==> config.mk <==
export PLATFORM = sky130hd
export DESIGN_NAME = rc4_xor_stream
export DESIGN_NICKNAME = d
export VERILOG_FILES = /design/src/rtl/rc4_stream_pkg.sv /design/src/rtl/rc4_ks_fifo.sv /design/src/rtl/rc4_xor_stream.sv
export SDC_FILE = /design/constraint.sdc
export NUM_CORES = 1
export LEC_CHECK = 0
export ABC_AREA = 1
export BUFFER_PORTS_ARGS = -buffer_cell sky130_fd_sc_hd__clkbuf_2
export CAP_MARGIN = 20
export CORE_MARGIN = 2
export CORE_UTILIZATION = 38
export CTS_CLUSTER_SIZE = 25
export DETAILED_ROUTE_END_ITERATION = 6
export GPL_ROUTABILITY_DRIVEN = 0
export GPL_TIMING_DRIVEN = 0
export SYNTH_ARGS = -nofsm -noshare
export SYNTH_HDL_FRONTEND = slang
export SYNTH_SLANG_ARGS = --single-unit
==> constraint.sdc <==
create_clock -name clk -period 5.65 [get_ports clk]
set_input_delay 0 -clock clk [delete_from_list [all_inputs] [get_ports clk]]
set_output_delay 0 -clock clk [all_outputs]
set_load 0.02 [all_outputs]
==> src/rtl/rc4_stream_pkg.sv <==
// Shared types and width helpers for the RC4 keystream consumer blocks.
package rc4_stream_pkg;

  localparam int BYTE_W = 8;

  typedef logic [BYTE_W-1:0] byte_t;

  // Ceiling log2; clog2(1) = 0.
  function automatic int clog2(input int value);
    int r;
    int v;
    r = 0;
    v = 1;
    while (v < value) begin
      v = v << 1;
      r++;
    end
    return r;
  endfunction

endpackage

==> src/rtl/rc4_ks_fifo.sv <==
// Keystream byte FIFO; a push while full is taken only when a pop frees a slot the same cycle.
module rc4_ks_fifo
  import rc4_stream_pkg::*;
#(
  parameter int DEPTH = 16
) (
  input  logic  clk,
  input  logic  rst,
  input  logic  push,
  input  logic  pop,
  input  byte_t push_data,
  output logic  full,
  output logic  empty,
  output byte_t head
);

  localparam int AW = clog2(DEPTH);

  byte_t         mem [DEPTH];
  logic [AW-1:0] wr_ptr;
  logic [AW-1:0] rd_ptr;
  logic [AW:0]   count;
  logic          wr_en;
  logic          rd_en;

  assign full  = (count == (AW+1)'(DEPTH));
  assign empty = (count == '0);
  assign head  = mem[rd_ptr];
  assign rd_en = pop && !empty;
  assign wr_en = push && (!full || rd_en);

  always_ff @(posedge clk) begin
    if (wr_en) mem[wr_ptr] <= push_data;
  end

  always_ff @(posedge clk or negedge rst) begin
    if (!rst) begin
      wr_ptr <= '0;
      rd_ptr <= '0;
      count  <= '0;
    end else begin
      if (wr_en) wr_ptr <= wr_ptr + AW'(1);
      if (rd_en) rd_ptr <= rd_ptr + AW'(1);
      case ({wr_en, rd_en})
        2'b10:   count <= count + (AW+1)'(1);
        2'b01:   count <= count - (AW+1)'(1);
        default: count <= count;
      endcase
    end
  end

endmodule

==> src/rtl/rc4_xor_stream.sv <==
// XORs plaintext with buffered RC4 keystream onto a registered valid/ready output.
// Optional RC4-drop[n] discard of the first keystream bytes via macro RC4_DROP_EN.
module rc4_xor_stream
  import rc4_stream_pkg::*;
#(
  parameter int FIFO_DEPTH = 16,
  parameter int CNT_W      = 32,
  parameter int DROP_BYTES = 256
) (
  input  logic             clk,
  input  logic             rst,
  input  logic             ks_valid,
  input  logic [7:0]       ks_data,
  input  logic             pt_valid,
  input  logic [7:0]       pt_data,
  output logic             pt_ready,
  output logic             ct_valid,
  output logic [7:0]       ct_data,
  input  logic             ct_ready,
  output logic             ks_overflow,
  output logic [CNT_W-1:0] byte_count
);

  logic  dropping;
  logic  push;
  logic  fire;
  logic  fifo_full;
  logic  fifo_empty;
  byte_t fifo_head;

`ifdef RC4_DROP_EN
  localparam int DROP_W = (clog2(DROP_BYTES + 1) > 0) ? clog2(DROP_BYTES + 1) : 1;

  logic [DROP_W-1:0] drop_cnt;

  // Saturates at DROP_BYTES, after which every keystream byte is stored.
  assign dropping = (drop_cnt != DROP_W'(DROP_BYTES));

  always_ff @(posedge clk or negedge rst) begin
    if (!rst)                      drop_cnt <= '0;
    else if (ks_valid && dropping) drop_cnt <= drop_cnt + DROP_W'(1);
  end
`else
  assign dropping = 1'b0;
`endif

  assign push     = ks_valid && !dropping;
  assign pt_ready = !fifo_empty && (!ct_valid || ct_ready);
  assign fire     = pt_valid && pt_ready;

  rc4_ks_fifo #(
    .DEPTH(FIFO_DEPTH)
  ) u_fifo (
    .clk      (clk),
    .rst      (rst),
    .push     (push),
    .pop      (fire),
    .push_data(ks_data),
    .full     (fifo_full),
    .empty    (fifo_empty),
    .head     (fifo_head)
  );

  always_ff @(posedge clk or negedge rst) begin
    if (!rst) begin
      ct_valid    <= 1'b0;
      ct_data     <= '0;
      byte_count  <= '0;
      ks_overflow <= 1'b0;
    end else begin
      if (fire) begin
        ct_data    <= pt_data ^ fifo_head;
        ct_valid   <= 1'b1;
        byte_count <= byte_count + CNT_W'(1);
      end else if (ct_ready) begin
        ct_valid <= 1'b0;
      end
      // The rc4 core cannot be stalled, so a rejected push is a lost byte.
      if (push && fifo_full && !fire) ks_overflow <= 1'b1;
    end
  end

endmodule
* Yosys cells after proc, flatten, opt, wreduce, memory -nomap -nowiden
Memories as Yosys holds them, arrays and structs flattened. Index checks and enable logic that the tools add are counted. W data, S select, Z words.
Operators by class: $add $sub $neg 5, eq/ne operators 3, muxes and demuxes 5, bitwise operators 1, reduce and logical (&&, ||, !) cells 15
Operator list (number):
- $add A32 B1 Y32 const B | 1
- $pmux W5 S2 | 1
- $add A4 B1 Y4 const B | 2
- $xor A8 B8 Y8 | 1
- $logic_and A1 B1 Y1 | 6
- $add A5 B1 Y5 const B | 1
- $eq A5 B5 Y1 const B | 1
- $logic_not A5 Y1 | 1
- $sub A5 B1 Y5 const B | 1
- $logic_not A1 Y1 | 4
- $mux W1 | 4
- $reduce_bool A2 Y1 | 2
- $eq A2 B1 Y1 const B | 1
- $eq A2 B2 Y1 const B | 1
- $logic_or A1 B1 Y1 | 2
Storage, ports and cells: bits in registers 55, RAM bits 128, bits of input ports 21, output and inout port bits 43, word-level logic and storage cells 37, memories kept 1
Memories:
- u_fifo.mem | depth 16, width 8, rd ports 1, clocked after Yosys merged registers in 0, write ports 1, line rc4_ks_fifo.sv:19 | byte_t mem [DEPTH];

* Longest topological paths before layout
Gate-level depths: netlist (run 1).
depth in word-level cells 9, gate-level depth with buffers 16

* Modules after synthesis
Synthesis (run 1) repeated with hierarchy kept, for this count alone.
Second synthesis, totals: cells, all modules 752, area, all modules 8225.4 um2
By module, submodules not included:
- rc4_ks_fifo | times used 1, cells each 478, area each 5977.0 um2, sequential area each 4169.0 um2
- rc4_xor_stream | times used 1, cells each 274, area each 2248.4 um2, sequential area each 1051.0 um2

* Least setup slack after synthesis (run 1)
OpenSTA, ideal clock, no wires.
kind register -> register, start point register u_fifo.count[0], end point register u_fifo.count[4], library setup time 117 ps, arrival 2156 ps, setup slack 3378 ps, stages on the path, launching flop included 16, buffers on the path 1, cell sequence dfrtp_1 -> nor2_2 -> nand3_2 -> nand3_4 -> inv_2 -> buf_2 -> ha_1 -> xor2_1 -> ha_1 -> inv_1 -> nand2_1 -> and3_1 -> o21bai_1 -> nand2_1 -> nand2_1 -> nand2_1
On the way: longest elaborated chain between the ends 9, elaborated cells on any way between the ends 15, classes of those cells 2 x add/sub; 3 x eq/ne; 1 x mux; 9 x reduce/logical
RTL lines:
- start: declaration | line rc4_ks_fifo.sv:22 | logic [AW:0] count;
- start signal: assignment | line rc4_ks_fifo.sv:45 | 2'b10: count <= count + (AW+1)'(1);
- start signal: assignment | line rc4_ks_fifo.sv:46 | 2'b01: count <= count - (AW+1)'(1);
- start signal: assignment | line rc4_ks_fifo.sv:47 | default: count <= count;
- $logic_not A5 Y1 * | line rc4_ks_fifo.sv:27 | assign empty = (count == '0);
- $logic_not A1 Y1 * | line rc4_ks_fifo.sv:29, rc4_xor_stream.sv:48
- $logic_and A1 B1 Y1 | line rc4_xor_stream.sv:48 | assign pt_ready = !fifo_empty && (!ct_valid || ct_ready);
- $logic_and A1 B1 Y1 | line rc4_xor_stream.sv:49 | assign fire = pt_valid && pt_ready;
- $logic_and A1 B1 Y1 * | line rc4_ks_fifo.sv:29 | assign rd_en = pop && !empty;
- via u_fifo.rd_en | line rc4_ks_fifo.sv:24 | logic rd_en;
- $logic_or A1 B1 Y1 | line rc4_ks_fifo.sv:30 | assign wr_en = push && (!full || rd_en);
- $logic_and A1 B1 Y1 | line rc4_ks_fifo.sv:30
- $eq A2 B1 Y1 or $eq A2 B2 Y1 (tied branches) | line rc4_ks_fifo.sv:44 | case ({wr_en, rd_en})
- $pmux W5 S2 or $reduce_bool A2 Y1 (tied branches)
Mark *: on every way through the listed nets, which the timed path passes. The rest lies on a longest branch. A chain may end at the register's enable or synchronous reset.

* Final worst setup path (run 1)
Ends and elaborated chain as after synthesis.

==> impl_metrics.json, run 1 <==
{
  "final_area_sq_um": 9980,
  "endpoint_kind": "flip-flop",
  "clock_latency_ns": 0.44,
  "critPathLaunchType": "flip-flop",
  "vias_per_cell": 4.88,
  "grt_pass1_wl_microns": 33200,
  "layout-drive-gt1-share_pct": 15.2,
  "synth_area_sq_um": 8630,
  "grt_usage_pct": 18.4,
  "core_region_area_sq_um": 22400,
  "cts-buffers-inserted": 17,
  "port_buffers": 63,
  "tightestPinTransition_ns": 0.876,
  "p_leak_nw": 4.37,
  "finalHoldViolations": 0,
  "seq_area_frac_synth_pct": 60.5,
  "syn_area_per_cell_sq_um": 9.48,
  "grt.overflow.total": 0,
  "hold_class": "in -> reg",
  "clkTransAtPathRegs_ns": 0.07,
  "layout_common_cells": "nand2_1, edfxtp_1, nand3_1",
  "vias": 6349,
  "drt-total-wl_microns": 21200,
  "ys_types": 35,
  "fin_crit_sh_pct": 47.6,
  "area_growth_pct": 15.8,
  "rrSetupSlack_ns": 2.96,
  "io_pins": 64,
  "clockBufferDepth": 2,
  "initial_core_util_pct": 38.4,
  "cap_violations": 0,
  "outcome": "finished clean",
  "dp_cells": 1258,
  "relSlewSlack_pct": 41.4,
  "drc": 0,
  "syn-num-nets": 941,
  "root_buffer": "clkbuf_16",
  "dieArea_sq_um": 23900,
  "drtIter0Drc": 414,
  "wl_per_cell_microns": 16.3,
  "clock-sinks": 183,
  "ant_nets": 0,
  "min_period_ns": 2.69,
  "die_y_microns": 155,
  "num_rows": 55,
  "n_antenna_cell": 0,
  "grt_pass1_vias": 5968,
  "crit_type": "reg -> reg",
  "post_cts_buffers": 0,
  "layout.nets": 1034,
  "h-tree-depth": 4,
  "critPathMaxFanout": 11,
  "placed_cell_area_sq_um": 9300,
  "synth-seq-cells": 183,
  "rsz0062_at_grt": "false",
  "setup_tns_ns": 0,
  "finClkSkew_ns": 0.00922,
  "syn_inst": 910,
  "final-max-slew-violation-count": 0,
  "antenna_found_initial": 0,
  "cp_data_required_time_ns": 5.98,
  "peakVddDrop_v": 0.000196,
  "dr.pass1.iters": 5,
  "n_fill_cell": 2177,
  "clock.fmax_ghz": 0.372,
  "final_common_cell": "nand2_1",
  "die_w_microns": 155,
  "ys_warn_count": 0,
  "cts_tree": "done",
  "post-dp-hpwl_microns": 14800,
  "grt_max_degree": 56,
  "cp.arrival_ns": 3.02,
  "final_util_pct": 44.5,
  "fin_cells": 1301,
  "p_per_area_nw_per_um2": 462,
  "setup_viol": 0
}
==> state kept, by name (all words and copies together) (netlist names) <==
name           flops
u_fifo.rd_ptr      4
ct_data            8
u_fifo.count       5
ct_valid           1
u_fifo.mem       128
u_fifo.wr_ptr      4
byte_count        32
ks_overflow        1
==> cell type report <==
class / instances / area, sq um / share of cell area (%)
plain buffers: 26 / 179 / 1.79
inverters: 97 / 370 / 3.71
well taps: 285 / 357 / 3.57
clock inverters: 15 / 149 / 1.49
repair buffers: 74 / 428 / 4.29
clock buffers: 17 / 425 / 4.26
multi-input cells: 604 / 2860 / 28.6
flip-flops and latches: 183 / 5220 / 52.3
==> cells in the mapped netlist (all sizes together) <==
cell type	number	share of area, %
a21boi	1	0.087
nand3b	5	0.44
and3	1	0.073
a31oi	1	0.073
o21ai	13	0.75
xnor2	8	0.81
a21oi	2	0.12
ha	10	1.5
edfxtp	128	45
nand4	7	0.58
clkbuf	3	0.13
buf	23	1.9
nand2	334	15
nand3	106	6.4
dfrtp	55	16
nor2	79	4.0
clkinv	1	0.058
nor3	11	0.88
o21bai	3	0.26
inv	96	4.2
xor2	23	2.3
==> critical path, cell delays in order, from the launching register on <==
cell and delay, ns:
dfrtp_1 0.43, nor2_2 0.19, nand3_2 0.13, nand3_4 0.17, inv_2 0.13, buf_2 0.26, ha_1 0.30, xor2_1 0.17
ha_1 0.18, inv_1 0.05, nand2_1 0.08, and3_1 0.20, o21bai_1 0.13, nand2_1 0.06, nand2_1 0.05, nand2_1 0.04
==> timing repair <==
item                                   4_1_cts  5_1_grt
gates resized for setup                      0        0
hold buffers                                11        0
endpoints found under the hold margin       67        0
==> worst paths after layout <==
check,startpoint,to,cells past startpoint
worst max-delay path,u_fifo.count[0]$_DFFE_PN0P_,u_fifo.count[4]$_DFFE_PN0P_,15
worst min-delay path,ks_data[4],u_fifo.mem[4][4]$_DFFE_PP_,1
worst max register to register,u_fifo.count[0]$_DFFE_PN0P_,u_fifo.count[4]$_DFFE_PN0P_,15
worst min register to register,ks_overflow$_DFFE_PN0P_,ks_overflow$_DFFE_PN0P_,1
max in group asynchronous,rst,u_fifo.count[2]$_DFFE_PN0P_,2
min in group asynchronous,rst,u_fifo.rd_ptr[3]$_DFFE_PN0P_,2
==> stage by stage <==
stage / hold slack, ns / power [mW] / setup slack, ns
after global routing: 0.0398 / 4.90 / 2.72
after floorplan: -0.296 / 2.92 / 3.38
final: 0.0226 / 4.61 / 2.96
after CTS: 0.0126 / 4.63 / 2.94
after detailed placement: 0.159 / 3.47 / 2.97
after global placement: 0.253 / 3.45 / 2.99
==> logic make-up (layout without fill, tap and decap cells) <==
kind of cell / count (synthesis) / after routing / synth area share, %
AOI/OAI and AO/OA: 20 / 20 / 1.29
DFF: 183 / 183 / 60.5
and+or+nand+nor: 543 / 543 / 27.2
adders and majority gates: 10 / 10 / 1.45
buffers and inverters: 123 / 229 / 6.37
xor gates and xnor gates: 31 / 31 / 3.15
==> metal layers <==
layer / global-route usage (%) / up-vias / wire length, microns
met5: 0 / - / 0
met4: 5.78 / 0 / 362
met3: 3.36 / 31 / 1170
met2: 29.8 / 168 / 10100
met1: 25.2 / 3026 / 9590
li1: - / 3124 / -
==> power breakdown <==
group	total [mW]	internal [mW]	leakage [nW]	switching, mW
Sequential	1.79	1.65	1.84	0.144
Combinational	1.66	0.522	2.25	1.14
Clock	1.16	0.590	0.282	0.569
(Power assumes the default switching activity.)
==> inputs of run 2 (changes only) <==
--- a/config.mk
+++ b/config.mk
@@ -5,7 +5,7 @@
 export SDC_FILE = /design/constraint.sdc
 export NUM_CORES = 1
 export LEC_CHECK = 0
-export ABC_AREA = 1
+export ABC_AREA = 0
 export BUFFER_PORTS_ARGS = -buffer_cell sky130_fd_sc_hd__clkbuf_2
 export CAP_MARGIN = 20
 export CORE_MARGIN = 2
==> constraint.sdc (replaced) <==
create_clock -name clk -period 2.6 [get_ports clk]
set_input_delay 0 -clock clk [delete_from_list [all_inputs] [get_ports clk]]
set_output_delay 0 -clock clk [all_outputs]
set_load 0.02 [all_outputs]
==> run 2 against run 1 <==
  * Clock skew barely moved
  * Critical endpoint unchanged
  * Maximum frequency rose by 4.8%
  * First-iteration DRC count fell by 22%
  * Highest routed layer unchanged
  * Critical path type unchanged
  * Non-clock buffer count rose by 8
==> impl_metrics.json, run 2 <==
{
  "synth_area_sq_um": 7580,
  "io_pins": 64,
  "slowest_delay_ns": 0.51,
  "initial_core_util_pct": 38.8,
  "cpLargestDelayFamily": "compound AO/OA/AOI/OAI gates",
  "n_antenna_cell": 0,
  "h-tree-depth": 4,
  "clock_latency_ns": 0.43,
  "p_per_area_nw_per_um2": 999,
  "die_w_microns": 145,
  "critPathLaunchType": "flip-flop",
  "layout-drive-gt1-share_pct": 30.6,
  "relSlewSlack_pct": 42.5,
  "largest-register": "u_fifo.mem",
  "final-max-slew-violation-count": 0,
  "synth_commonest_cells": "edfxtp_1, dfrtp_1, xnor2_1",
  "largest_register_ffs": 128,
  "dp_cells": 795,
  "seq_area_frac_synth_pct": 68.9,
  "root_buffer": "clkbuf_16",
  "area_growth_pct": 19.9,
  "top_regs": "u_fifo.mem x128, byte_count x32, ct_data x8",
  "min_period_ns": 2.57,
  "drc": 0,
  "p_leak_nw": 3.36,
  "synth_most_common_cell": "edfxtp_1",
  "vias_per_cell": 5.00,
  "critPathMaxFanout": 6,
  "setup_viol": 0,
  "ys_types": 47,
  "setup_slack_ns": 0.0337,
  "clkTransAtPathRegs_ns": 0.07,
  "vias": 4216,
  "cp.arrival_ns": 2.92,
  "finalHoldViolations": 0,
  "grt_max_degree": 34,
  "dr.pass1.iters": 4,
  "synth_top_cell_by_area": "edfxtp_1",
  "grt_pass1_vias": 4275,
  "syn_area_per_cell_sq_um": 16.4,
  "grt_pass1_wl_microns": 24400,
  "crit_type": "reg -> reg",
  "path_cells": "or4_4 > o21ai_4 > clkinv_4 > ha_4 > xor2_2 > ha_2 > o21a_1 > o21ai_1 > nand3b_1 > a21oi_2 > xnor2_1",
  "setup_tns_ns": 0,
  "syn_inst": 462,
  "whs_ns": 0.0429,
  "port_buffers": 63,
  "placed_cell_area_sq_um": 8330,
  "n_fill_cell": 1716,
  "layout.nets": 597,
  "fin_crit_sh_pct": 98.7,
  "clock.fmax_ghz": 0.390,
  "cp_data_required_time_ns": 2.95,
  "endpoint_kind": "flip-flop",
  "outcome": "finished clean",
  "dieArea_sq_um": 21100,
  "peakVddDrop_v": 0.000524,
  "final_area_sq_um": 9080,
  "final_util_pct": 46.5,
  "post-dp-hpwl_microns": 10500,
  "grt_usage_pct": 15.3,
  "synth_edf_count": 128,
  "synth-seq-cells": 183,
  "tightestPinTransition_ns": 0.860,
  "finClkSkew_ns": 0.00928,
  "antenna_found_initial": 0,
  "clockBufferDepth": 2,
  "cts_tree": "done",
  "synthTopCellsByArea": "edfxtp_1, dfrtp_1, mux4_2",
  "core_region_area_sq_um": 19500,
  "fin_cells": 844,
  "cts-buffers-inserted": 17,
  "power_mw": 9.07,
  "postSynth.asyncResetShare_pct": 30.1,
  "drtIter0Drc": 322,
  "yosys_most_used_dff": "edfxtp_1",
  "drt-total-wl_microns": 15500,
  "hold_class": "in -> reg",
  "num_rows": 51,
  "cp_slowest_cell": "or4_4",
  "ys_warn_count": 0,
  "post-place-ws_ns": -0.294,
  "layout_common_cells": "edfxtp_1, clkbuf_2, dfrtp_1",
  "rsz0062_at_grt": "true",
  "cap_violations": 0,
  "critPathBufInv": 1,
  "grt.overflow.total": 0,
  "wl_per_cell_microns": 18.4,
  "ant_nets": 0,
  "final_common_cell": "edfxtp_1",
  "yosysTopAreaCellShare_pct": 50.7,
  "clock-sinks": 183,
  "syn-num-nets": 493,
  "die_y_microns": 145
}
-- run 2: final timing paths --
| kind | start | to | slack [ns] | cells past startpoint |
|---|---|---|---|---|
| max | u_fifo.count[3]$_DFFE_PN0P_ | u_fifo.count[4]$_DFFE_PN0P_ | 0.03 | 11 |
| max reg2reg | u_fifo.count[3]$_DFFE_PN0P_ | u_fifo.count[4]$_DFFE_PN0P_ | 0.03 | 11 |
| min reg2reg | byte_count[31]$_DFFE_PN0N_ | byte_count[31]$_DFFE_PN0N_ | 0.48 | 1 |
| min in group asynchronous | rst | u_fifo.count[2]$_DFFE_PN0P_ | 0.12 | 2 |
| max in group asynchronous | rst | ct_data[3]$_DFFE_PN0N_ | 1.88 | 3 |
| min | ks_data[5] | u_fifo.mem[14][5]$_DFFE_PP_ | 0.04 | 1 |
-- run 2: timing repair --
action / CTS / global route
endpoints found under the setup margin: 3 / 26
pin swaps: 9 / 7
gates cloned: 0 / 0
setup buffers: 4 / 5
hold endpoints to repair: 33 / 0
resized for setup: 4 / 13
hold buffers: 12 / 0
-- run 2: cell type report --
class                   count  area [sq um]  area share [%]
clock buffers              19           433            4.77
multi-input cells         248          2270            25.0
flip-flops and latches    183          5220            57.5
clock inverters            13           121            1.34
plain buffers              19           106            1.17
repair buffers             89           557            6.13
well taps                 265           332            3.65
inverters                   8          37.5           0.413
-- run 2: cell families (layout without fill, tap and decap cells) --
family / after synthesis / count (layout) / synth area share, %
buf+inv: 31 / 148 / 2.05
xor+xnor: 51 / 51 / 5.90
fa+ha+maj: 10 / 10 / 1.65
flops: 183 / 183 / 68.9
compound gates: 40 / 40 / 3.35
simple gates: 106 / 106 / 7.43
mux: 41 / 41 / 10.7
-- run 2: routing by layer --
| layer | global-route usage, % | part of all wire, % | vias up |
|---|---|---|---|
| met1 | 21.5 | 47 | 2154 |
| met5 | 0 | 0 | - |
| li1 | - | - | 1951 |
| met3 | 3.74 | 4.5 | 16 |
| met2 | 23.8 | 48 | 95 |
| met4 | 3.97 | 0.91 | 0 |
-- run 2: power by group --
part	switching [mW]	total, mW	leakage (nW)	internal [mW]
combinational	1.63	2.87	1.23	1.23
sequential	0.207	3.77	1.86	3.56
clock	1.10	2.44	0.271	1.33
